<file path="src/rtl/ro_odometer_pkg.sv">
// ro_odometer_pkg: shared state encoding, frequency width and delta saturation value
package ro_odometer_pkg;
  localparam int FREQ_W = 32;
  localparam logic [FREQ_W-1:0] DELTA_SAT = '1;
  typedef enum logic [2:0] {IDLE, GO, STRESS, MEAS, WAIT, EVAL, NEXT, DONE} state_e;
endpackage

</file>
<file path="src/rtl/cdir_delta_cmp.sv">
// cdir_delta_cmp: non-wrapping reference-minus-stressed delta and strict threshold compare
module cdir_delta_cmp
  import ro_odometer_pkg::*;
(
  input  logic [FREQ_W-1:0] r_freq,
  input  logic [FREQ_W-1:0] s_freq,
  input  logic [FREQ_W-1:0] thr,
  input  logic              sat,
  output logic [FREQ_W-1:0] delta,
  output logic              over
);
  assign delta = sat ? DELTA_SAT : (r_freq >= s_freq ? r_freq - s_freq : '0);
  assign over = delta > thr;
endmodule

</file>
<file path="src/rtl/ro_odometer_scan_ctrl.sv">
// ro_odometer_scan_ctrl: sequences go/stress/measure over every CDIR sensor pair
// and flags pairs whose frequency delta exceeds the latched threshold.
module ro_odometer_scan_ctrl
  import ro_odometer_pkg::*;
#(
  parameter int NO_CDIR      = 8,
  parameter int MUX_SEL_SIZE = $clog2(NO_CDIR),
  parameter int STRESS_CYC   = 64,
  parameter int TIMEOUT_CYC  = 1024
) (
  input  logic                    clk,
  input  logic                    rst,
  input  logic                    start,
  input  logic [31:0]             threshold,
  input  logic                    odo_valid_out,
  input  logic [31:0]             odo_r_freq,
  input  logic [31:0]             odo_s_freq,
  output logic                    odo_go,
  output logic                    odo_en_out,
  output logic [MUX_SEL_SIZE-1:0] odo_r_mux_sel,
  output logic [MUX_SEL_SIZE-1:0] odo_s_mux_sel,
  output logic                    res_valid,
  output logic [MUX_SEL_SIZE-1:0] res_idx,
  output logic [31:0]             res_delta,
  output logic [NO_CDIR-1:0]      flag_vec,
  output logic                    recycled,
  output logic                    timeout_err,
  output logic                    busy,
  output logic                    done
);
  state_e state_q, state_d;
  logic [MUX_SEL_SIZE-1:0] idx_q, idx_d;
  logic [FREQ_W-1:0] thr_q, thr_d, r_q, r_d, s_q, s_d, delta;
  logic [31:0] cnt_q, cnt_d;
  logic sat_q, sat_d, over;
  logic [NO_CDIR-1:0] flag_vec_q, flag_vec_d;
  logic recycled_q, recycled_d, timeout_err_q, timeout_err_d;

  cdir_delta_cmp u_cmp (
    .r_freq(r_q),
    .s_freq(s_q),
    .thr   (thr_q),
    .sat   (sat_q),
    .delta (delta),
    .over  (over)
  );

  // one counter serves both the stress window and the valid_out timeout
  always_comb begin
    state_d = state_q;
    idx_d = idx_q;
    thr_d = thr_q;
    cnt_d = cnt_q + 32'd1;
    r_d = r_q;
    s_d = s_q;
    sat_d = sat_q;
    flag_vec_d = flag_vec_q;
    timeout_err_d = timeout_err_q;
    case (state_q)
      IDLE: if (start) begin
        thr_d = threshold;
        flag_vec_d = '0;
        timeout_err_d = 1'b0;
        idx_d = '0;
        state_d = GO;
      end
      GO: begin
        cnt_d = '0;
        state_d = STRESS;
      end
      STRESS: if (cnt_q == 32'(STRESS_CYC - 1)) state_d = MEAS;
      MEAS: begin
        cnt_d = '0;
        state_d = WAIT;
      end
      WAIT: if (odo_valid_out) begin
        r_d = odo_r_freq;
        s_d = odo_s_freq;
        sat_d = 1'b0;
        state_d = EVAL;
      end else if (cnt_q == 32'(TIMEOUT_CYC - 1)) begin
        sat_d = 1'b1;
        timeout_err_d = 1'b1;
        state_d = EVAL;
      end
      EVAL: begin
        flag_vec_d[idx_q] = over;
        state_d = NEXT;
      end
      NEXT: if (idx_q == MUX_SEL_SIZE'(NO_CDIR - 1)) state_d = DONE;
      else begin
        idx_d = idx_q + 1'b1;
        state_d = GO;
      end
      default: state_d = IDLE;
    endcase
    recycled_d = |flag_vec_d;
  end

  always_ff @(posedge clk or negedge rst) begin
    if (!rst) begin
      state_q <= IDLE;
      idx_q <= '0;
      thr_q <= '0;
      cnt_q <= '0;
      r_q <= '0;
      s_q <= '0;
      sat_q <= 1'b0;
      flag_vec_q <= '0;
      recycled_q <= 1'b0;
      timeout_err_q <= 1'b0;
    end else begin
      state_q <= state_d;
      idx_q <= idx_d;
      thr_q <= thr_d;
      cnt_q <= cnt_d;
      r_q <= r_d;
      s_q <= s_d;
      sat_q <= sat_d;
      flag_vec_q <= flag_vec_d;
      recycled_q <= recycled_d;
      timeout_err_q <= timeout_err_d;
    end
  end

  assign odo_go = state_q == GO;
  assign odo_en_out = state_q == MEAS;
  assign odo_r_mux_sel = idx_q;
  assign odo_s_mux_sel = idx_q;
  assign res_valid = state_q == EVAL;
  assign res_idx = res_valid ? idx_q : '0;
  assign res_delta = res_valid ? delta : '0;
  assign flag_vec = flag_vec_q;
  assign recycled = recycled_q;
  assign timeout_err = timeout_err_q;
  assign busy = state_q != IDLE;
  assign done = state_q == DONE;
endmodule

</file>
<file path="config.mk">
export PLATFORM = sky130hd
export DESIGN_NAME = ro_odometer_scan_ctrl
export DESIGN_NICKNAME = d
export VERILOG_FILES = /design/src/rtl/ro_odometer_pkg.sv /design/src/rtl/cdir_delta_cmp.sv /design/src/rtl/ro_odometer_scan_ctrl.sv
export SDC_FILE = /design/constraint.sdc
export NUM_CORES = 1
export LEC_CHECK = 0
export ABC_CLOCK_PERIOD_IN_PS = 5100
export BUFFER_PORTS_ARGS = -buffer_cell sky130_fd_sc_hd__buf_2
export CORE_MARGIN = 3
export CORE_UTILIZATION = 48
export CTS_CLUSTER_DIAMETER = 100
export DETAILED_ROUTE_END_ITERATION = 10
export GPL_ROUTABILITY_DRIVEN = 0
export PLACE_DENSITY = 0.76
export SYNTH_ARGS = -nofsm -noshare
export SYNTH_HDL_FRONTEND = slang
export SYNTH_SLANG_ARGS = --single-unit
</file>
<file path="constraint.sdc">
create_clock -name clk -period 5.1 [get_ports clk]
set_clock_uncertainty 0.05 [all_clocks]
set_input_delay 0 -clock clk [delete_from_list [all_inputs] [get_ports clk]]
set_output_delay 0 -clock clk [all_outputs]
set_load 0.01 [all_outputs]
</file>
Yosys cells after proc, flatten, opt, wreduce, memory -nomap -nowiden
Index checks and enable logic that the tools add are counted.
{"block": "op_classes", "n_addsub": 3, "n_lt_le_gt_ge": 4, "eq_ne": 16, "mux": 24, "n_reduce_logical": 14}
{"operator": "$mux 32", "n": 4}
{"operator": "$add 32x1->32 const B", "n": 1}
{"operator": "$eq 32x10->1 const B", "n": 1}
{"operator": "$eq 32x6->1 const B", "n": 1}
{"operator": "$ge 32x32->1", "n": 1}
{"operator": "$gt 32x32->1", "n": 1}
{"operator": "$sub 32x32->32", "n": 1}
{"operator": "$mux 3", "n": 8}
{"operator": "$pmux 3 s7", "n": 1}
{"operator": "$pmux 8 s2", "n": 1}
{"operator": "$eq 3x3->1 const B", "n": 5}
{"operator": "$ne 2x2->1 const B", "n": 5}
{"operator": "$bwmux 8", "n": 1}
{"operator": "$mux 8", "n": 1}
{"operator": "$reduce_or 8->1", "n": 1}
{"operator": "$eq 3x2->1 const B", "n": 2}
{"operator": "$pmux 3 s2", "n": 1}
{"operator": "$reduce_and 2->1", "n": 3}
{"operator": "$reduce_and 3->1", "n": 2}
{"operator": "$reduce_bool 2->1", "n": 3}
{"operator": "$mux 1", "n": 5}
{"operator": "$lt 3x4->1 const B", "n": 1}
{"operator": "$reduce_and 4->1", "n": 1}
{"operator": "$add 3x1->3 const B", "n": 1}
{"operator": "other kinds (9)", "n": 9}
{"block": "word_totals", "register_bits": 145, "in_bits": 100, "output_inout_bits": 56, "elab_cells": 71}

Longest topological paths before layout
Gate-level depths: netlist of the first run.
{"block": "logic_depth", "ltp_word": 7, "depth_mapped": 24, "depth_no_buf": 23}

Hierarchy
A second synthesis of the first run with hierarchy kept.
{"block": "hier_totals", "hier_cells": 962, "hier_area_um2": 9415.3}
{"module": "ro_odometer_scan_ctrl", "n_inst": 1, "cells_per_inst": 520, "area_per_inst_um2": 6353.6, "seq_area_each_um2": 3628.5}
{"module": "cdir_delta_cmp", "n_inst": 1, "cells_per_inst": 442, "area_per_inst_um2": 3061.7, "seq_area_each_um2": 0.0}

Least setup slack after synthesis of the first run
Ideal clock, no wire load.
{"block": "synth_path", "path_kind": "register to register", "start": "reg r_q[0]", "end": "reg recycled_q, in the netlist recycled", "setup_ps": 139, "arrival_ps": 5126, "required_time_ps": 4911, "slack_ps": -214, "path_stages_with_launch": 23, "path_buffers": 1, "synth_period_minus_slack_ps": 5314, "path_cell_list": "dfrtp_1 inv_1 ha_1 inv_1 fa_1 a21oi_1 o2111ai_1 o211a_1 a21o_1 o21a_1 o211ai_1 nand2_1 clkbuf_1 a21o_1 ha_1 and3_1 a221o_1 a2111oi_2 o31ai_1 a21oi_2 o41ai_1 or4_1 or4_1"}
{"block": "synth_between", "elab_chain_cells": 7, "word_cells_on_any_way": 8, "cone_classes": "add/sub (1); order compare (2); mux (4); reduce/logical (1)"}
{"item": "from (decl)", "line": "ro_odometer_scan_ctrl.sv:33", "text": "logic [FREQ_W-1:0] thr_q, thr_d, r_q, r_d, s_q, s_d, delta;"}
{"item": "from (signal assigned)", "line": "ro_odometer_scan_ctrl.sv:117", "text": "r_q <= r_d;"}
{"item": "$sub 32x32->32 / $ge 32x32->1 (equally long branches)", "line": "cdir_delta_cmp.sv:12", "text": "assign delta = sat ? DELTA_SAT : (r_freq >= s_freq ? r_freq - s_freq : '0);"}
{"item": "$mux 32 * (2 in series)", "line": "cdir_delta_cmp.sv:12"}
{"item": "$gt 32x32->1 *", "line": "cdir_delta_cmp.sv:13", "text": "assign over = delta > thr;"}
{"item": "$bwmux 8 *", "line": "ro_odometer_scan_ctrl.sv:87", "text": "flag_vec_d[idx_q] = over;"}
{"item": "$pmux 8 s2 *", "line": "ro_odometer_scan_ctrl.sv:59", "text": "case (state_q)"}
{"item": "net flag_vec_d[3]", "line": "ro_odometer_scan_ctrl.sv:36", "text": "logic [NO_CDIR-1:0] flag_vec_q, flag_vec_d;"}
{"item": "$reduce_or 8->1 *", "line": "ro_odometer_scan_ctrl.sv:97", "text": "recycled_d = |flag_vec_d;"}
{"item": "net recycled_d", "line": "ro_odometer_scan_ctrl.sv:37", "text": "logic recycled_q, recycled_d, timeout_err_q, timeout_err_d;"}
{"item": "to (signal assigned)", "line": "ro_odometer_scan_ctrl.sv:121", "text": "recycled_q <= recycled_d;"}
{"item": "to (decl)", "line": "ro_odometer_scan_ctrl.sv:37"}
The timed path passes the listed nets; every way through them passes the cells marked *.
A chain may end at the register's enable or synchronous reset.

Worst setup path in the final report of the first run
{"block": "layout_path", "start": "reg r_q[1]", "end": "reg recycled_q, in the netlist recycled"}
Same word-level chain as after synthesis.

==> out/qor_table.md, run 1 <==
| Item | Reported | Unit |
|:---|:---|:---|
| Status | complete, but fails checks | - |
| Violations in the final reports | negative setup slack | - |
| Hold violation total from the final report | 0 | - |
| Via/cell ratio | 5.597 | - |
| Overall fraction of global-route tracks in use | 0.2604 | - |
| Initial DRC Count | 721 | - |
| Seq cells post-synth | 145 | - |
| Setup_tns | -116.0 | ps |
| Clock sink count | 145 | - |
| PnR worst setup slack | -116.0 | ps |
| Fin area | 0.01178 | mm2 |
| Multi-input gate area in the final layout | 0.004877 | mm2 |
| P per Cell Area | 221.5 | mW/mm2 |
| Leftover overflow at the end of global routing | 0 | - |
| Max-slew headroom | 0.3256 | - |
| Proportion of netlist area held by the largest area contributor | 0.4129 | - |
| Drt first pass iters | 5 | - |
| Synth-to-Final Area Change | 34.07 | % |
| Register area | 0.003628 | mm2 |
| Post-DP Area | 0.009975 | mm2 |
| Max-cap violation count | 0 | - |
| Worst IR Drop VDD | 240.7 | uV |
| Initial core utilization | 0.4994 | - |
| Floorplan die area | 0.01997 | mm2 |
| Worst slack, placed | -116.5 | ps |
| Standard-cell row count | 48 | - |
| DRC | 0 | - |
| Critical path launch point type | flip-flop | - |
| Clock buffers created by TritonCTS | 17 | - |
| Count of input and output buffers | 155 | - |
| Slew @ Worst Pin | 1012 | ps |
| Synth Flop Type | sky130_fd_sc_hd__dfrtp_1 | - |
| Share of the clock period used by the worst path | 1.023 | - |
| Ports | 156 | - |
| Number of vias in the routed layout | 8395 | - |
| Antenna-violating nets left | 0 | - |
| Post-synthesis cell count | 987 | - |
| Number of library cell types mapped by synthesis | 48 | - |
| Leakage dissipation | 0.005924 | uW |
| Setup repair after global routing missed its margin | yes | - |
| Proportion of register bits with asynchronous set or reset after synthesis | 1.000 | - |
| Synthesized area per cell | 8.904 | um2 |
| Main area contributors after synthesis | sky130_fd_sc_hd__dfrtp_1, sky130_fd_sc_hd__ha_1, sky130_fd_sc_hd__o21ai_0 | - |
| Worst setup path category | flip-flop to flip-flop | - |
| Synth Warn # | 0 | - |
| F_max | 0.1917 | GHz |
| Setup violation total in the final timing report | 1 | - |
| Number of fill cells | 1340 | - |
| TritonCTS clock tree | yes | - |
| Critical Path Max Stage Delay | 510 | ps |
| Worst path arrival time | 5470 | ps |
| Number of global-route vias before repair | 8383 | - |
| Number of flops mapped to enable cells by yosys | 0 | - |
| Net count reported at finish | 1428 | - |
| Startpoint of the worst-slack reg-to-reg timing path | r_q[1] | - |
| Worst reg-to-reg path cell count | 23 | - |
| Max stage delay cell, worst path | sky130_fd_sc_hd__or4_1 | - |
| Number of H-tree levels | 4 | - |
| Worst hold-check slack | 147.2 | ps |
| Master cell of the clock root buffer | sky130_fd_sc_hd__clkbuf_16 | - |
| Minimum period implied by the final worst setup slack | 5216 | ps |
| Post-Synthesis Net Count | 1155 | - |
| Die Width | 141.3 | um |
| Worst path most repeated cell | sky130_fd_sc_hd__a21oi_2 | - |
| Final HPWL from detailed placement | 16980 | um |
| Vertical extent of the die | 141.3 | um |
| Number of antenna violations at the first check in global routing | 0 | - |
| First-pass GRT wire length | 41480 | um |
| Post-synthesis cell type with the largest combined area | sky130_fd_sc_hd__dfrtp_1 | - |
| Sequential element share of the synthesized area | 0.4129 | - |
| Register-to-register setup slack | -120 | ps |
| Latest clock arrival within the worst-skew pair | 430 | ps |
| Mean routed wirelength per cell | 17.54 | um |
| Largest net degree at the start of global routing | 98 | - |
| Crit-path cells | ha_1, nor2b_2, o2111ai_2, a21oi_2, o211ai_1, buf_4, a2111oi_2, buf_4, nor2_1, o21ba_2, xor2_2, o21ai_1, ha_1, a21oi_1, o21ai_0, a21o_1, a211oi_2, a21oi_2, a21oi_2, buf_6, o21ai_2, or4_1, or4_1 | - |
| CTS Buffer Depth | 2 | - |
| Core footprint | 0.01760 | mm2 |
| Kind of path behind the tightest hold check | input pin to async pin | - |
| RR Endpoint | recycled | - |
| Fraction of final layout cells sized beyond drive strength 1 | 0.2358 | - |
| Number of max-slew violations in the final report | 0 | - |
| Clock-pin slew of the registers on the worst-case setup and hold paths | 60 | ps |
| Required time of the critical path | 5360 | ps |
| Final wirelength | 26310 | um |
| Maximum fanout encountered on the critical timing path | 5 | - |
| Kind of end point of the critical path | flip-flop | - |
| Synthesized area | 0.008788 | mm2 |
-- placed cells by master (no fill, tap or decap), drive strengths merged, types with 4 or more instances in the layout --
| cell type | count |
|---|---|
| o21bai | 4 |
| or4 | 5 |
| nor2b | 8 |
| inv | 81 |
| buf | 199 |
| ha | 67 |
| dlygate4sd3 | 99 |
| a31oi | 9 |
| o31ai | 6 |
| a211oi | 7 |
| clkbuf | 22 |
| nand4 | 15 |
| nor4 | 10 |
| dfrtp | 145 |
| nor3 | 8 |
| and2 | 24 |
| mux2 | 34 |
| xor2 | 31 |
| o21ai | 119 |
| o211ai | 5 |
| nand2 | 127 |
| and3 | 11 |
| o21a | 6 |
| a21oi | 48 |
| nor2 | 55 |
| xnor2 | 19 |
| nand3 | 19 |
| or3 | 12 |
| clkinv | 6 |
| a21o | 40 |
-- how the worst max path moves through the flow --
stage | slack [ps] | to | depth (start not counted) | start
2_1_floorplan | 20 | recycled | 22 | r_q[0]
3_3_place_gp | 60 | recycled | 21 | r_q[0]
3_5_place_dp | -120 | recycled | 21 | r_q[0]
4_1_cts | 4 | recycled | 23 | r_q[0]
5_1_grt | -310 | recycled | 23 | r_q[1]
6_report | -120 | recycled | 23 | r_q[1]
-- flip-flops by register name, summed over array words and instances, names as in the netlist --
signal and count:
thr_q 32, flag_vec 8, sat_q 1, recycled 1, timeout_err 1, s_q 32
cnt_q 32, odo_r_mux_sel 3, state_q 3, r_q 32
-- cells in the mapped netlist (19+ instances only) --
cell / count
sky130_fd_sc_hd__dfrtp_1: 145
sky130_fd_sc_hd__nand2_1: 126
sky130_fd_sc_hd__o21ai_0: 119
sky130_fd_sc_hd__inv_1: 81
sky130_fd_sc_hd__ha_1: 67
sky130_fd_sc_hd__nor2_1: 55
sky130_fd_sc_hd__a21oi_1: 47
sky130_fd_sc_hd__clkbuf_1: 41
sky130_fd_sc_hd__a21o_1: 40
sky130_fd_sc_hd__mux2_2: 34
sky130_fd_sc_hd__xor2_1: 31
sky130_fd_sc_hd__and2_1: 24
sky130_fd_sc_hd__nand3_1: 19
sky130_fd_sc_hd__xnor2_1: 19
-- layer usage --
metal | wire, um | vias up | GRT usage | share of wire
li1 | - | 3962 | - | -
met1 | 10870 | 3965 | 0.3336 | 0.41
met2 | 12330 | 385 | 0.4113 | 0.47
met3 | 1861 | 83 | 0.06437 | 0.071
met4 | 1241 | 0 | 0.1326 | 0.047
met5 | 0 | - | 0 | 0
-- cell families after synthesis --
| logic type | share of synthesized area |
|---|---|
| AO/OA/AOI/OAI | 0.1812 |
| XOR/XNOR | 0.04983 |
| adder cells (fa/ha/maj) | 0.09766 |
| buffers and inverters | 0.05510 |
| flip-flops | 0.4129 |
| multiplexers | 0.04357 |
| AND/OR/NAND/NOR | 0.1597 |
-- critical path: cells and delay by family (launching register included) --
kind	cells	cell delay [ps]
AOI/OAI and AO/OA	13	2120
and+or+nand+nor	4	1170
adders and majority gates	2	660
buffers and inverters	3	470
DFF	1	420
xor gates and xnor gates	1	180
-- through the flow --
stage | cells | utilization | power, uW
finish | 1500 | 0.6696 | 2610
global placement | 1357 | 0.5668 | 1319
floorplan | 987 | - | 1244
CTS | 1494 | 0.6617 | 2607
global route | 1497 | 0.6692 | 2694
detailed placement | 1357 | 0.5668 | 1324
-- where the power goes --
group | total [uW] | leakage [uW] | switching [uW] | internal [uW]
clock | 1230 | 0.000280 | 487 | 742
sequential | 1170 | 0.00169 | 4.71 | 1170
combinational | 209 | 0.00396 | 95.5 | 114
-- repair_timing --
action	CTS	global route
hold buffers	99	0
buffers inserted	6	3
resized for setup	14	22
hold endpoints to repair	192	0
endpoints found under the setup margin	1	4
cloned	1	0
pin swaps	15	17
-- area by class of cell --
cell class | count | area share
Multi-Input combinational cell | 717 | 0.4139
Antenna cell | 3 | 0.0006371
Inverter | 81 | 0.02580
Clock inverter | 9 | 0.009239
Tap cell | 225 | 0.02389
Sequential cell | 145 | 0.3080
Clock buffer | 22 | 0.03940
Timing Repair Buffer | 298 | 0.1791
Note: power is estimated with default switching activity, not from simulation.
==> run 2: changes to the inputs <==
- PLACE_DENSITY: 0.76 -> 0.73
==> out/qor_table.md, run 2 (synthesis gave the netlist of run 1 again) <==
| Item | Reported | Unit |
|:---|:---|:---|
| PnR worst setup slack | -239.5 | ps |
| Fraction of final layout cells sized beyond drive strength 1 | 0.2302 | - |
| Worst path arrival time | 5580 | ps |
| Worst IR Drop VDD | 204.1 | uV |
| P per Cell Area | 233.2 | mW/mm2 |
| CTS Buffer Depth | 2 | - |
| Setup violation total in the final timing report | 2 | - |
| Leakage dissipation | 0.005950 | uW |
| Required time of the critical path | 5340 | ps |
| Critical path launch point type | flip-flop | - |
| DRC | 0 | - |
| RR Endpoint | recycled | - |
| Maximum fanout encountered on the critical timing path | 6 | - |
| Number of vias in the routed layout | 8274 | - |
| Number of H-tree levels | 4 | - |
| Standard-cell row count | 48 | - |
| Synth-to-Final Area Change | 34.21 | % |
| First-pass GRT wire length | 39860 | um |
| Max-cap violation count | 0 | - |
| Worst setup path category | flip-flop to flip-flop | - |
| Register-to-register setup slack | -240 | ps |
| Latest clock arrival within the worst-skew pair | 430 | ps |
| TritonCTS clock tree | yes | - |
| Commonest non-fill, non-tap cells in the layout | sky130_fd_sc_hd__buf_2, sky130_fd_sc_hd__dfrtp_1, sky130_fd_sc_hd__nand2_1 | - |
| Largest net degree at the start of global routing | 94 | - |
| Via/cell ratio | 5.520 | - |
| Minimum period implied by the final worst setup slack | 5340 | ps |
| Max-slew headroom | 0.4013 | - |
| Violations in the final reports | negative setup slack | - |
| Register area | 0.003628 | mm2 |
| Die Width | 141.3 | um |
| Drt first pass iters | 5 | - |
| Antenna-violating nets left | 0 | - |
| Number of fill cells | 1346 | - |
| Post-DP Area | 0.009978 | mm2 |
| Ports | 156 | - |
| Overall fraction of global-route tracks in use | 0.2470 | - |
| Master cell of the clock root buffer | sky130_fd_sc_hd__clkbuf_16 | - |
| Leftover overflow at the end of global routing | 0 | - |
| Total power | 2751 | uW |
| Fin area | 0.01180 | mm2 |
| Number of max-slew violations in the final report | 0 | - |
| Number of cells in the finished layout apart from fillers | 1499 | - |
| Clock buffers created by TritonCTS | 17 | - |
| Status | complete, but fails checks | - |
| Clock sink count | 145 | - |
| F_max | 0.1873 | GHz |
| Final HPWL from detailed placement | 17080 | um |
| Startpoint of the worst-slack reg-to-reg timing path | r_q[0] | - |
| Multi-input gate area in the final layout | 0.004817 | mm2 |
| Vertical extent of the die | 141.3 | um |
| Slew @ Worst Pin | 898.1 | ps |
| Count of input and output buffers | 155 | - |
| Clock-pin slew of the registers on the worst-case setup and hold paths | 60 | ps |
| Initial core utilization | 0.4994 | - |
| Setup_tns | -240.9 | ps |
| Placed cell count | 1358 | - |
| Number of antenna violations at the first check in global routing | 0 | - |
| Final wirelength | 25000 | um |
| Initial DRC Count | 599 | - |
| Share of the clock period used by the worst path | 1.047 | - |
| Worst reg-to-reg path cell count | 22 | - |
| Hold violation total from the final report | 0 | - |
| Kind of path behind the tightest hold check | input pin to async pin | - |
| Net count reported at finish | 1429 | - |
| Most common library cell in the layout ignoring fill and taps | sky130_fd_sc_hd__buf_2 | - |
| Kind of end point of the critical path | flip-flop | - |
| Core footprint | 0.01760 | mm2 |
| Setup repair after global routing missed its margin | yes | - |
| Mean routed wirelength per cell | 16.68 | um |
| Floorplan die area | 0.01997 | mm2 |
| Number of global-route vias before repair | 8000 | - |
## run 2: changes by cell type in the layout (fill, tap and decap cells not counted), moves of 2 or more
cell | before | now
sky130_fd_sc_hd__o21ai_2 | 3 | 0
sky130_fd_sc_hd__o21ai_1 | 2 | 4
sky130_fd_sc_hd__o2111ai_1 | 1 | 3
sky130_fd_sc_hd__o2111ai_2 | 2 | 0
sky130_fd_sc_hd__diode_2 | 3 | 1
sky130_fd_sc_hd__bufinv_16 | 2 | 5
## run 2: what timing repair did
action                                  CTS  global route
hold endpoints to repair                190             0
pin swaps                                 3            17
cloned                                    0             1
endpoints found under the setup margin    1             5
buffers inserted                          2             7
resized for setup                         3            21
hold buffers                             99             0
## run 2: how the worst max path moves through the flow
stage	start	endpoint	slack (ps)
finish	r_q[0]	recycled	-240
global route	r_q[1]	recycled	-380
CTS	r_q[0]	recycled	-130
detailed placement	r_q[0]	recycled	-150
global placement	r_q[0]	recycled	30
floorplan	r_q[0]	recycled	20
## run 2: where the power goes
part	internal, uW	switching [uW]	total [uW]
combinational	111	89.1	200
clock	891	489	1380
sequential	1170	4.41	1170
total	2170	582	2750
## run 2: layout make-up
class,instances,area share
inverters,81,0.02578
well taps,225,0.02387
flip-flops and latches,145,0.3076
repair buffers,299,0.1796
multi-input cells,717,0.4084
clock inverters,10,0.01549
diodes,1,0.0002122
clock buffers,21,0.03904
## run 2: critical path, stage by stage (launching register included)
cell                        delay, ps
sky130_fd_sc_hd__dfrtp_1          380
sky130_fd_sc_hd__inv_2             80
sky130_fd_sc_hd__ha_4             130
sky130_fd_sc_hd__inv_2             30
sky130_fd_sc_hd__fa_2             340
sky130_fd_sc_hd__a21oi_2          170
sky130_fd_sc_hd__o2111ai_1        110
sky130_fd_sc_hd__o211a_1          160
sky130_fd_sc_hd__a21o_1           180
sky130_fd_sc_hd__o21a_1           170
sky130_fd_sc_hd__o211ai_1         250
sky130_fd_sc_hd__nand2_2          180
sky130_fd_sc_hd__buf_6            160
sky130_fd_sc_hd__a21o_1           190
sky130_fd_sc_hd__ha_4             230
sky130_fd_sc_hd__a21o_1           150
sky130_fd_sc_hd__a221o_1          350
sky130_fd_sc_hd__a2111oi_2        370
sky130_fd_sc_hd__o31ai_1          150
sky130_fd_sc_hd__a21oi_2          280
sky130_fd_sc_hd__o21ai_1          110
sky130_fd_sc_hd__or4_1            510
sky130_fd_sc_hd__or4_1            480
## run 2: routing by layer
layer	share of wire	up-vias	wire length, um	global-route usage
met1	0.44	3944	10990	0.3351
met4	0.028	0	710	0.09230
met2	0.46	308	11610	0.3915
met5	0	-	0	0
li1	-	3975	-	-
met3	0.068	47	1695	0.05224
## run 2: stage by stage
| step | utilization | setup slack [ps] | hold WS, ps |
|---|---|---|---|
| floorplan | - | 21.58 | -345.6 |
| global placement | 0.5671 | 27.07 | 91.35 |
| detailed placement | 0.5671 | -150.3 | 90.70 |
| CTS | 0.6615 | -131.9 | 214.2 |
| global route | 0.6702 | -378.2 | 262.8 |
| finish | 0.6703 | -239.5 | 178.1 |
==> run 3: changes to the inputs <==
- BUFFER_PORTS_ARGS: -buffer_cell sky130_fd_sc_hd__buf_2 -> unset
- CORE_UTILIZATION: 48 -> 47
- DONT_BUFFER_PORTS: unset -> 1
- PLACE_DENSITY: 0.73 -> 0.64
==> out/qor_table.md, run 3 (synthesis gave the netlist of run 1 again) <==
| Item | Reported | Unit |
|:---|:---|:---|
| Leftover overflow at the end of global routing | 0 | - |
| Worst hold-check slack | 112.0 | ps |
| Setup violation total in the final timing report | 1 | - |
| Setup_tns | -36.97 | ps |
| Worst reg-to-reg path cell count | 21 | - |
| Commonest non-fill, non-tap cells in the layout | sky130_fd_sc_hd__dfrtp_1, sky130_fd_sc_hd__nand2_1, sky130_fd_sc_hd__o21ai_0 | - |
| Final HPWL from detailed placement | 16150 | um |
| Synth-to-Final Area Change | 27.36 | % |
| Overall fraction of global-route tracks in use | 0.2273 | - |
| Antenna-violating nets left | 0 | - |
| Leakage dissipation | 0.005380 | uW |
| F_max | 0.1947 | GHz |
| Number of vias in the routed layout | 7512 | - |
| Required time of the critical path | 5340 | ps |
| Worst IR Drop VDD | 210.5 | uV |
| Worst path arrival time | 5380 | ps |
| Net count reported at finish | 1290 | - |
| P per Cell Area | 242.6 | mW/mm2 |
| Startpoint of the worst-slack reg-to-reg timing path | r_q[4] | - |
| Violations in the final reports | negative setup slack | - |
| RR Endpoint | recycled | - |
| Setup repair after global routing missed its margin | yes | - |
| Clock sink count | 145 | - |
| Standard-cell row count | 49 | - |
| Kind of end point of the critical path | flip-flop | - |
| Master cell of the clock root buffer | sky130_fd_sc_hd__clkbuf_16 | - |
| Largest net degree at the start of global routing | 146 | - |
| Register area | 0.003628 | mm2 |
| Latest clock arrival within the worst-skew pair | 420 | ps |
| Share of the clock period used by the worst path | 1.007 | - |
| Count of input and output buffers | 0 | - |
| Clock buffers created by TritonCTS | 17 | - |
| TritonCTS clock tree | yes | - |
| Max-slew headroom | 0.3345 | - |
| Fraction of final layout cells sized beyond drive strength 1 | 0.1395 | - |
| Floorplan die area | 0.02038 | mm2 |
| Number of fill cells | 1485 | - |
| DRC | 0 | - |
| CTS Buffer Depth | 2 | - |
| Via/cell ratio | 5.515 | - |
| Number of antenna violations at the first check in global routing | 0 | - |
| Core footprint | 0.01815 | mm2 |
| CP startpoint | r_q[4] | - |
| Clock-pin slew of the registers on the worst-case setup and hold paths | 60 | ps |
| Initial DRC Count | 383 | - |
| Worst setup path end | recycled | - |
| Status | complete, but fails checks | - |
| Die Width | 142.7 | um |
| Register-to-register setup slack | -40 | ps |
| Ports | 156 | - |
| Maximum fanout encountered on the critical timing path | 5 | - |
| Critical path launch point type | flip-flop | - |
| Max-cap violation count | 0 | - |
| Mean routed wirelength per cell | 16.89 | um |
| Final wirelength | 23000 | um |
| Drt first pass iters | 5 | - |
| Most common library cell in the layout ignoring fill and taps | sky130_fd_sc_hd__dfrtp_1 | - |
| Minimum period implied by the final worst setup slack | 5137 | ps |
| Antenna diode count | 0 | - |
| Multi-input gate area in the final layout | 0.004850 | mm2 |
| Worst setup path category | flip-flop to flip-flop | - |
| Fraction of the core area covered by cells at the end of the flow | 0.6168 | - |
| Number of max-slew violations in the final report | 0 | - |
| PnR worst setup slack | -36.97 | ps |
| Vertical extent of the die | 142.7 | um |
| Hold violation total from the final report | 0 | - |
| Initial core utilization | 0.4843 | - |
| Slew @ Worst Pin | 998.3 | ps |
| Number of global-route vias before repair | 7336 | - |
| First-pass GRT wire length | 37100 | um |
| Number of H-tree levels | 4 | - |
| Kind of path behind the tightest hold check | input pin to async pin | - |
==> run 3: cell types whose count changed in the layout (fill, tap and decap cells not counted), moves of 2 or more <==
cell,change
sky130_fd_sc_hd__a21oi_2,-2
sky130_fd_sc_hd__buf_2,-154
sky130_fd_sc_hd__buf_4,+17
sky130_fd_sc_hd__buf_6,-2
sky130_fd_sc_hd__clkinv_2,-3
sky130_fd_sc_hd__clkinvlp_4,+3
sky130_fd_sc_hd__ha_4,-2
sky130_fd_sc_hd__o21ai_0,-4
sky130_fd_sc_hd__o21ai_1,+3
sky130_fd_sc_hd__xor2_1,-2
sky130_fd_sc_hd__xor2_2,+2
==> run 3: routing by layer <==
layer	GRT usage	wire, um	share of wire
met5	0	0	0
met1	0.3114	10520	0.46
met3	0.06631	1592	0.069
met2	0.3516	10410	0.45
met4	0.06703	478	0.021
==> run 3: worst max-delay path, cell delays in order (launching register included) <==
cell                       delay (ps)
sky130_fd_sc_hd__dfrtp_1          380
sky130_fd_sc_hd__ha_1             370
sky130_fd_sc_hd__a21o_1           220
sky130_fd_sc_hd__a31oi_2          190
sky130_fd_sc_hd__a21oi_2           90
sky130_fd_sc_hd__o211ai_1         380
sky130_fd_sc_hd__buf_4            190
sky130_fd_sc_hd__nand3_1           90
sky130_fd_sc_hd__nand3_1          100
sky130_fd_sc_hd__and2_1           140
sky130_fd_sc_hd__xor2_1           240
sky130_fd_sc_hd__o21ai_0          140
sky130_fd_sc_hd__ha_1             320
sky130_fd_sc_hd__a21o_1           180
sky130_fd_sc_hd__a21o_1           170
sky130_fd_sc_hd__a211o_1          280
sky130_fd_sc_hd__o211ai_1         110
sky130_fd_sc_hd__a21oi_2          120
sky130_fd_sc_hd__a21oi_4          200
sky130_fd_sc_hd__o41ai_2          110
sky130_fd_sc_hd__or4_1            510
sky130_fd_sc_hd__or4_1            400
==> run 3: cell type report <==
class | instances | area share
multi-input combinational | 716 | 0.4333
sequential | 145 | 0.3242
timing repair buffer | 161 | 0.1322
clock buffer | 21 | 0.04114
inverter | 81 | 0.02739
tap | 229 | 0.02560
clock inverter | 9 | 0.01621
==> run 3: how the worst min path moves through the flow <==
stage / from / end / slack, ps / depth (start not counted)
2_1_floorplan: rst / cnt_q[0] / -350 / 0
3_3_place_gp: rst / odo_r_mux_sel[1] / -340 / 0
3_5_place_dp: rst / odo_r_mux_sel[2] / -340 / 0
4_1_cts: odo_s_freq[23] / s_q[23] / 170 / 3
5_1_grt: odo_s_freq[11] / s_q[11] / 200 / 3
6_report: rst / odo_r_mux_sel[2] / 110 / 2
==> run 3: metrics by stage <==
step / setup slack (ps) / total power, uW / instance area (um2) / std cells
floorplan: 21.58 / 1244 / 8823 / 987
finish: -36.97 / 2715 / 11190 / 1362
global placement: -74.17 / 1258 / 9295 / 1219
global route: -287.1 / 2807 / 11190 / 1362
detailed placement: -280.2 / 1261 / 9295 / 1219
CTS: -39.51 / 2738 / 11130 / 1361
==> run 3: timing repair <==
action                                  in CTS  in global routing
gates resized for setup                     16                 18
hold buffers                               100                  0
endpoints found under the hold margin      243                  0
buffers inserted                            12                  1
endpoints found under the setup margin       1                  4
pin swaps                                   19                 10
==> run 3: where the power goes <==
group          leakage, uW  switching, uW  internal (uW)
Clock             0.000301            488            890
Sequential         0.00169           4.45           1170
Combinational      0.00339           78.5           87.2
